**src/rtl/alu_pkg.sv**
```systemverilog
// Shared encodings for the sequential ALU: operation codes and controller states.
package alu_pkg;

    typedef enum logic [1:0] {
        OP_ADD  = 2'b00,
        OP_MUL  = 2'b01,
        OP_NAND = 2'b10,
        OP_NOT  = 2'b11
    } op_e;

    typedef enum logic [1:0] {
        IDLE = 2'd0,
        MUL  = 2'd1,
        DONE = 2'd2
    } state_e;

endpackage

```
**src/rtl/seq_alu_mul.sv**
```systemverilog
// Unsigned shift-add multiplier: one partial product per clock, WIDTH clocks per product.
// done/product are valid combinationally in the cycle of the last iteration.
module seq_alu_mul #(
    parameter int WIDTH = 8
) (
    input  logic               clk,
    input  logic               reset,
    input  logic               start,
    input  logic [WIDTH-1:0]   a,
    input  logic [WIDTH-1:0]   b,
    output logic               busy,
    output logic               done,
    output logic [2*WIDTH-1:0] product
);

    localparam int CW = (WIDTH > 2) ? $clog2(WIDTH) : 1;
    localparam logic [CW-1:0] LAST = CW'(WIDTH - 1);

    logic [2*WIDTH-1:0] a_sh;
    logic [2*WIDTH-1:0] acc;
    logic [2*WIDTH-1:0] acc_next;
    logic [WIDTH-1:0]   b_sh;
    logic [CW-1:0]      count;

    assign acc_next = b_sh[0] ? (acc + a_sh) : acc;
    assign done     = busy && (count == LAST);
    assign product  = acc_next;

    always_ff @(posedge clk) begin
        if (reset) begin
            a_sh  <= '0;
            b_sh  <= '0;
            acc   <= '0;
            count <= '0;
            busy  <= 1'b0;
        end else if (start) begin
            a_sh  <= {{WIDTH{1'b0}}, a};
            b_sh  <= b;
            acc   <= '0;
            count <= '0;
            busy  <= 1'b1;
        end else if (busy) begin
            acc  <= acc_next;
            a_sh <= a_sh << 1;
            b_sh <= b_sh >> 1;
            // Fixed iteration count regardless of operand values keeps MUL latency constant.
            if (count == LAST) begin
                busy <= 1'b0;
            end else begin
                count <= count + CW'(1);
            end
        end
    end

endmodule

```
**src/rtl/seq_alu.sv**
```systemverilog
// Handshaked ALU: ADD/NAND/NOT in one clock, MUL through the shift-add unit.
//   state | meaning
//   IDLE  | empty, ready for an operation
//   MUL   | multiplier iterating, input stalled
//   DONE  | result/flags presented, waiting for the sink
module seq_alu
    import alu_pkg::*;
#(
    parameter int WIDTH = 8
) (
    input  logic               clk,
    input  logic               reset,
    input  logic               in_valid,
    output logic               in_ready,
    input  logic [WIDTH-1:0]   a,
    input  logic [WIDTH-1:0]   b,
    input  logic [1:0]         op,
    output logic               out_valid,
    input  logic               out_ready,
    output logic [2*WIDTH-1:0] result,
    output logic               zero_flag,
    output logic               carry_flag
);

    state_e             state, state_n;
    logic [2*WIDTH-1:0] result_n;
    logic               zero_n, carry_n;
    logic [WIDTH:0]     sum;
    logic [2*WIDTH-1:0] single_res;
    logic               single_carry;
    logic               mul_start, mul_busy, mul_done;
    logic [2*WIDTH-1:0] mul_product;

    seq_alu_mul #(.WIDTH(WIDTH)) u_mul (
        .clk     (clk),
        .reset   (reset),
        .start   (mul_start),
        .a       (a),
        .b       (b),
        .busy    (mul_busy),
        .done    (mul_done),
        .product (mul_product)
    );

    assign in_ready  = (state == IDLE) || ((state == DONE) && out_ready);
    assign out_valid = (state == DONE);

    always_comb begin
        single_res   = '0;
        single_carry = 1'b0;
        sum          = {1'b0, a} + {1'b0, b};
        case (op_e'(op))
            OP_ADD: begin
                single_res   = {{(WIDTH-1){1'b0}}, sum};
                single_carry = sum[WIDTH];
            end
            OP_NAND: single_res = {{WIDTH{1'b0}}, ~(a & b)};
            OP_NOT:  single_res = {{WIDTH{1'b0}}, ~a};
            default: single_res = '0;
        endcase
    end

    always_comb begin
        state_n   = state;
        result_n  = result;
        zero_n    = zero_flag;
        carry_n   = carry_flag;
        mul_start = 1'b0;
        case (state)
            IDLE, DONE: begin
                if ((state == DONE) && out_ready) begin
                    state_n = IDLE;
                end
                if (in_valid && in_ready) begin
                    if (op_e'(op) == OP_MUL) begin
                        mul_start = 1'b1;
                        state_n   = MUL;
                    end else begin
                        result_n = single_res;
                        zero_n   = (single_res == '0);
                        carry_n  = single_carry;
                        state_n  = DONE;
                    end
                end
            end
            MUL: begin
                if (mul_done) begin
                    result_n = mul_product;
                    zero_n   = (mul_product == '0);
                    carry_n  = 1'b0;
                    state_n  = DONE;
                end else if (!mul_busy) begin
                    // Multiplier lost its operation; fall back rather than wait forever.
                    state_n = IDLE;
                end
            end
            default: state_n = IDLE;
        endcase
    end

    always_ff @(posedge clk) begin
        if (reset) begin
            state      <= IDLE;
            result     <= '0;
            zero_flag  <= 1'b0;
            carry_flag <= 1'b0;
        end else begin
            state      <= state_n;
            result     <= result_n;
            zero_flag  <= zero_n;
            carry_flag <= carry_n;
        end
    end

endmodule

```
**config.mk**
```make
export PLATFORM = sky130hd
export DESIGN_NAME = seq_alu
export DESIGN_NICKNAME = d
export VERILOG_FILES = /design/src/rtl/alu_pkg.sv /design/src/rtl/seq_alu_mul.sv /design/src/rtl/seq_alu.sv
export SDC_FILE = /design/constraint.sdc
export NUM_CORES = 1
export LEC_CHECK = 0
export CELL_PAD_IN_SITES_DETAIL_PLACEMENT = 0
export CELL_PAD_IN_SITES_GLOBAL_PLACEMENT = 1
export CORE_AREA = 3 3 100 102
export CTS_CLUSTER_DIAMETER = 50
export DETAILED_ROUTE_END_ITERATION = 12
export DIE_AREA = 0 0 103 105
export GPL_ROUTABILITY_DRIVEN = 0
export GPL_TIMING_DRIVEN = 0
export HOLD_SLACK_MARGIN = 0.12
export PLACE_DENSITY_LB_ADDON = 0.1
export SYNTH_ARGS = -nofsm -noshare
export SYNTH_HDL_FRONTEND = slang
export SYNTH_HIERARCHICAL = 1
export SYNTH_SLANG_ARGS = --single-unit
```
**constraint.sdc**
```tcl
create_clock -name clk -period 5.4 [get_ports clk]
set_input_delay 1.08 -clock clk [delete_from_list [all_inputs] [get_ports clk]]
set_output_delay 1.08 -clock clk [all_outputs]
set_load 0.1 [all_outputs]
```
== Word-level counts from Yosys, hierarchy flattened ==
Index checks and enable logic that the tools add are counted.
Word-level totals
  flip-flop bits (word level): 64
  bits of input ports: 22
  output and inout bits: 20
  word-level logic and storage cells: 74
Cells by class
  $add $sub $neg: 3
  eq/ne operators: 11
  multiplexer cells: 31
  bitwise gates (word level): 4
  reduce and logical (&&, ||, !) cells: 15
Operators by type and width (number)
  2-to-1 mux 16 bit: 4
  logical NOT 16 bit: 2
  2-to-1 mux 8 bit: 4
  one-hot mux 16 bit (2 select lines): 1
  one-hot mux 9 bit (3 select lines): 1
  adder 16 bit: 1
  inverter 8 bit: 2
  2-to-1 mux 1 bit: 13
  2-to-1 mux 2 bit: 5
  adder 8 x 8 -> 9 bit: 1
  AND 8 bit: 1
  == test 2 bit (second input constant): 3
  inequality test 2 bit (second input constant): 3
  inequality test 3 bit (second input constant): 2
  == test 2 x 1 -> 1 bit (second input constant): 2
  logical NOT 2 bit: 2
  one-hot mux 1 bit (2 select lines): 2
  one-hot mux 2 bit (2 select lines): 1
  AND reduction 2 bit: 2
  AND reduction 4 bit: 1
  nonzero test 2 bit: 2
  OR reduction 2 bit: 2
  adder 3 x 1 -> 3 bit (second input constant): 1
  == test 3 bit (second input constant): 1
  3 further kinds: 5

== Longest topological paths before layout ==
  depth in word-level cells: 7
  mapped depth: 13
  depth with buffers taken out: 13

== Cells and area by module ==
The synthesis kept the hierarchy.
By module, submodules not included
  seq_alu_mul: times used 1, cells each 296, area each 2581.2 um^2
  seq_alu: times used 1, cells each 192, area each 1481.4 um^2

== Least setup slack after synthesis ==
No wires, ideal clock.
  path type: input-to-reg
  start point: input port out_ready
  end point: register u_mul.a_sh[11]
  data arrival time: 3588 ps
  setup slack: 1684 ps
  stages: 8
  path buffers: 3
  cell sequence: nor2b_1 > nor2_1 > and3_1 > clkbuf_1 > or2_2 > clkbuf_8 > clkbuf_1 > nor2_1
Between the ends
  longest elaborated chain between the ends: 6
Ends and longest elaborated chain
  from (decl): line seq_alu.sv:19  | input logic out_ready,
  logical AND 1 bit: line seq_alu.sv:45  | assign in_ready = (state == IDLE) || ((state == DONE) && out_ready);
  logical OR 1 bit: line seq_alu.sv:45
  via in_ready: line seq_alu.sv:14  | output logic in_ready,
  logical AND 1 bit: line seq_alu.sv:74  | if (in_valid && in_ready) begin
  2-to-1 mux 1 bit: line seq_alu.sv:74
  2-to-1 mux 1 bit: line seq_alu.sv:69  | case (state)
  via mul_start: line seq_alu.sv:31  | logic mul_start, mul_busy, mul_done;
  OR reduction 2 bit (no source line)
  to (signal assigned): line seq_alu_mul.sv:37  | a_sh <= {{WIDTH{1'b0}}, a};
  to (signal assigned): line seq_alu_mul.sv:44  | a_sh <= a_sh << 1;
  to (decl): line seq_alu_mul.sv:19  | logic [2*WIDTH-1:0] a_sh;
The timed path passes the listed nets, and every way through them passes these cells.
A chain may end at the register's enable or synchronous reset.

== Worst setup path in the final report ==
  start point: input port out_ready
  end point: output port in_ready
Between the ends
  longest elaborated chain between the ends: 2
Ends and longest elaborated chain (line)
  logical AND 1 bit: seq_alu.sv:45
  logical OR 1 bit: seq_alu.sv:45
  to (decl): seq_alu.sv:14
No other way between the ends.

==> run_results.csv <==
group,metric,value,unit
synth,netlist.area_leader.share,31.54,%
floorplan,rows,35,
floorplan,ioPinCount,42,
sta,tightest_slew,976.5,ps
sta,finalCritPeriodShare,74.84,%
worst_setup_path,r2r-start,"u_mul/a_sh[0]",
worst_setup_path,crit_chain,"clkdlybuf4s50_1 -> nor2b_1 -> nor2_1 -> clkdlybuf4s50_1",
synth,avgSynthCellArea,8.325,um^2
route,post-route-drc-count,0,
synth,yosys_warnings,6,
layout,mostFrequentLayoutCells,"nor2_1, dfxtp_1, a21oi_1",
synth,synth_nets,537,
sta,rsz0062_at_grt,"no",
route,first_iter_violations,158,
cts,cts_buffers,9,
global_route,grt_first_pass_wirelength,18130,um
synth,yosys.area_share.simple,19.53,%
pwr,peakVddDrop,115.5,uV
worst_hold_path,worstHoldEndpoint,"result[13]",
worst_setup_path,critPathSlowestCell,"clkdlybuf4s50_1",
cts,cts_tree,"done",
pwr,power_density,243.2,mW/mm^2
synth,ys_ff_latch,64,
worst_setup_path,worst_setup_path_end_kind,"output pin",
cts,cts_hold_buf,0,
layout,drive_gt1_share,8.440,%
synth,synthArstFlopShare,0,%
placement,numPortBuffers,41,
worst_setup_path,r2r-end,"zero_flag",
cts,clk_pin_slew,80,ps
cts,cts_resized,0,
worst_setup_path,cp_data_required_time,4320,ps
worst_setup_path,criticalPathCategory,"in -> out",
pwr,p_leak,1.928,nW
worst_hold_path,hp-class,"reg -> reg",
worst_setup_path,cp.arrival,2960,ps
route,wl_per_cell,16.74,um
synth,ys_types,62,
layout,finish.utilization,52.46,%
layout,n_fill_cell,928,
sta,fin_skew,14.02,ps
route,num_vias,3656,
global_route,grt_max_degree,12,
synth,ys.flop_type,"dfxtp_1",
synth,synth_xor_area_share,3.665,%
worst_setup_path,slowest_delay,1150,ps
global_route,gr-usage-all-layers,21.35,%
sta,timing.fmax,0.2474,GHz
route,routed_wl,10980,um
layout,finalNetCount,589,
synth,synth_edf_count,0,
floorplan,die_width,103,um
cts,cts_buffer_depth,2,
worst_hold_path,min_delay_path_depth,2,
pwr,p_total,1.173,mW
worst_setup_path,path_max_fanout,3,
synth,synth.largest_area_cell,"dfxtp_1",
synth,synth_mux_area_share,12.13,%
worst_setup_path,r2r_slack,2040,ps
worst_setup_path,startpoint_type,"input port",
synth,ys_top_cells_by_area,"dfxtp_1, mux2i_1, nor2_1",
cts,htreeDepth,3,
floorplan,die_h,105,um
worst_hold_path,hp-start,"result[13]",
synth,ys_seq_area_share,31.54,%
worst_setup_path,worstRegToRegCells,13,
sta,setup_viol,0,
global_route,antenna_found_initial,0,
sta,fin_crit,4041,ps
sta,max_slew_margin,34.69,%
layout,final_common_cell,"nor2_1",
worst_setup_path,cp.buffers_inverters,2,
sta,tns,0,ps
synth,syn_area,0.004063,mm^2
sta,hold_violations,0,
global_route,gr-total-overflow,0,
synth,synth_fa_ha_area_share,8.685,%
worst_setup_path,path_delay_family,"buffers and inverters",
floorplan,dieArea,0.01082,mm^2
run,timing.max_cap.violations,0,
placement,dp_cells,640,
synth,synth_top_family_by_area,"compound AO/OA/AOI/OAI gates",
placement,post-dp-hpwl,8461,um
route,vias_per_cell,5.573,
cts,clk_latency,350,ps
cts,post_cts_buffers,0,
cts,cts_num_sinks,64,
synth,synth_compound_area_share,19.99,%
layout,syn_to_final_growth,18.76,%
route,drt_first_pass_iters,5,
global_route,first_global_vias,3566,
worst_setup_path,crit_top_cell,"clkdlybuf4s50_1",
sta,slew_viol_final,0,
layout,fin_cells,656,
floorplan,core_area,0.009196,mm^2
cts,clock-root-buffer,"clkbuf_8",
layout,n_antenna_cell,0,
synth,syn_inst,488,
route,antenna_left,0,
status,status,"complete, no violations",
floorplan,initial_core_util,44.18,%
[worst reg2reg max path, stage by stage (launching register included)]
cell and delay [ps]:
dfxtp_1 330, ha_1 250, fa_1 440, a211oi_1 310, o21bai_1 170, a21oi_1 250, o21ai_0 180, a21oi_1 210
xnor2_1 80, mux2_2 280, nor4_1 310, nand4_1 160, a21oi_1 210, a31o_1 120
[where the power goes]
group / leakage (nW) / total [mW] / internal, mW / switching [mW]
registers: 0.518 / 0.492 / 0.483 / 0.00823
clock network: 0.104 / 0.460 / 0.261 / 0.199
logic: 1.31 / 0.222 / 0.0805 / 0.142
[metal layers]
layer	track usage, %	part of all wire (%)	up-vias
met2	34.56	48	73
met4	6.290	1.8	0
met1	28.60	46	1717
li1	-	-	1852
met5	0	0	-
met3	3.939	3.5	14
[worst max-delay path by stage]
| stage | start | endpoint | slack [ps] | cells past startpoint |
|---|---|---|---|---|
| finish | out_ready | in_ready | 1360 | 4 |
| CTS | out_ready | in_ready | 1350 | 4 |
| global route | out_ready | in_ready | 1280 | 4 |
| global placement | out_ready | in_ready | 1360 | 4 |
| floorplan | out_ready | u_mul/a_sh[11] | 1680 | 8 |
| detailed placement | out_ready | in_ready | 1350 | 4 |
[synth_stat cells (9+ instances only)]
| library cell | n |
|---|---|
| dfxtp_1 | 64 |
| xnor2_1 | 10 |
| ha_1 | 25 |
| inv_1 | 9 |
| nor2_1 | 84 |
| o21ai_0 | 13 |
| clkbuf_1 | 17 |
| a21oi_1 | 62 |
| nand3_1 | 14 |
| mux2_2 | 10 |
| nand2_1 | 31 |
| mux2i_1 | 38 |
[layout make-up]
type	instances	area (um^2)	share of cell area, %
plain buffers	26	147.6	3.060
clock buffers	11	131.4	2.723
clock inverters	5	81.33	1.686
inverters	9	33.78	0.7002
multi-input cells	389	2600	53.89
flip-flops and latches	64	1281	26.56
well taps	111	138.9	2.879
repair buffers	41	410.4	8.506
[through the flow]
stage	setup slack [ps]	hold WS (ps)	instance area [um^2]
after detailed placement	1354	444.1	4612
final	1359	454.2	4825
after global placement	1356	439.2	4612
after floorplan	1684	447.9	4063
after CTS	1352	455.2	4825
after global routing	1280	479.4	4825
[registers in the layout, indices dropped and copies added (netlist names)]
name / cells
zero_flag: 1
u_mul/busy: 1
u_mul/acc: 16
carry_flag: 1
result: 16
u_mul/a_sh: 16
state: 2
u_mul/count: 3
u_mul/b_sh: 8
[logic make-up (layout without fill, tap and decap cells)]
family	Yosys count	after routing
buf+inv	35	92
flops	64	64
compound gates	124	124
xor+xnor	17	17
simple gates	173	173
fa+ha+maj	27	27
mux	48	48
Note: power is estimated with default switching activity, not from simulation.
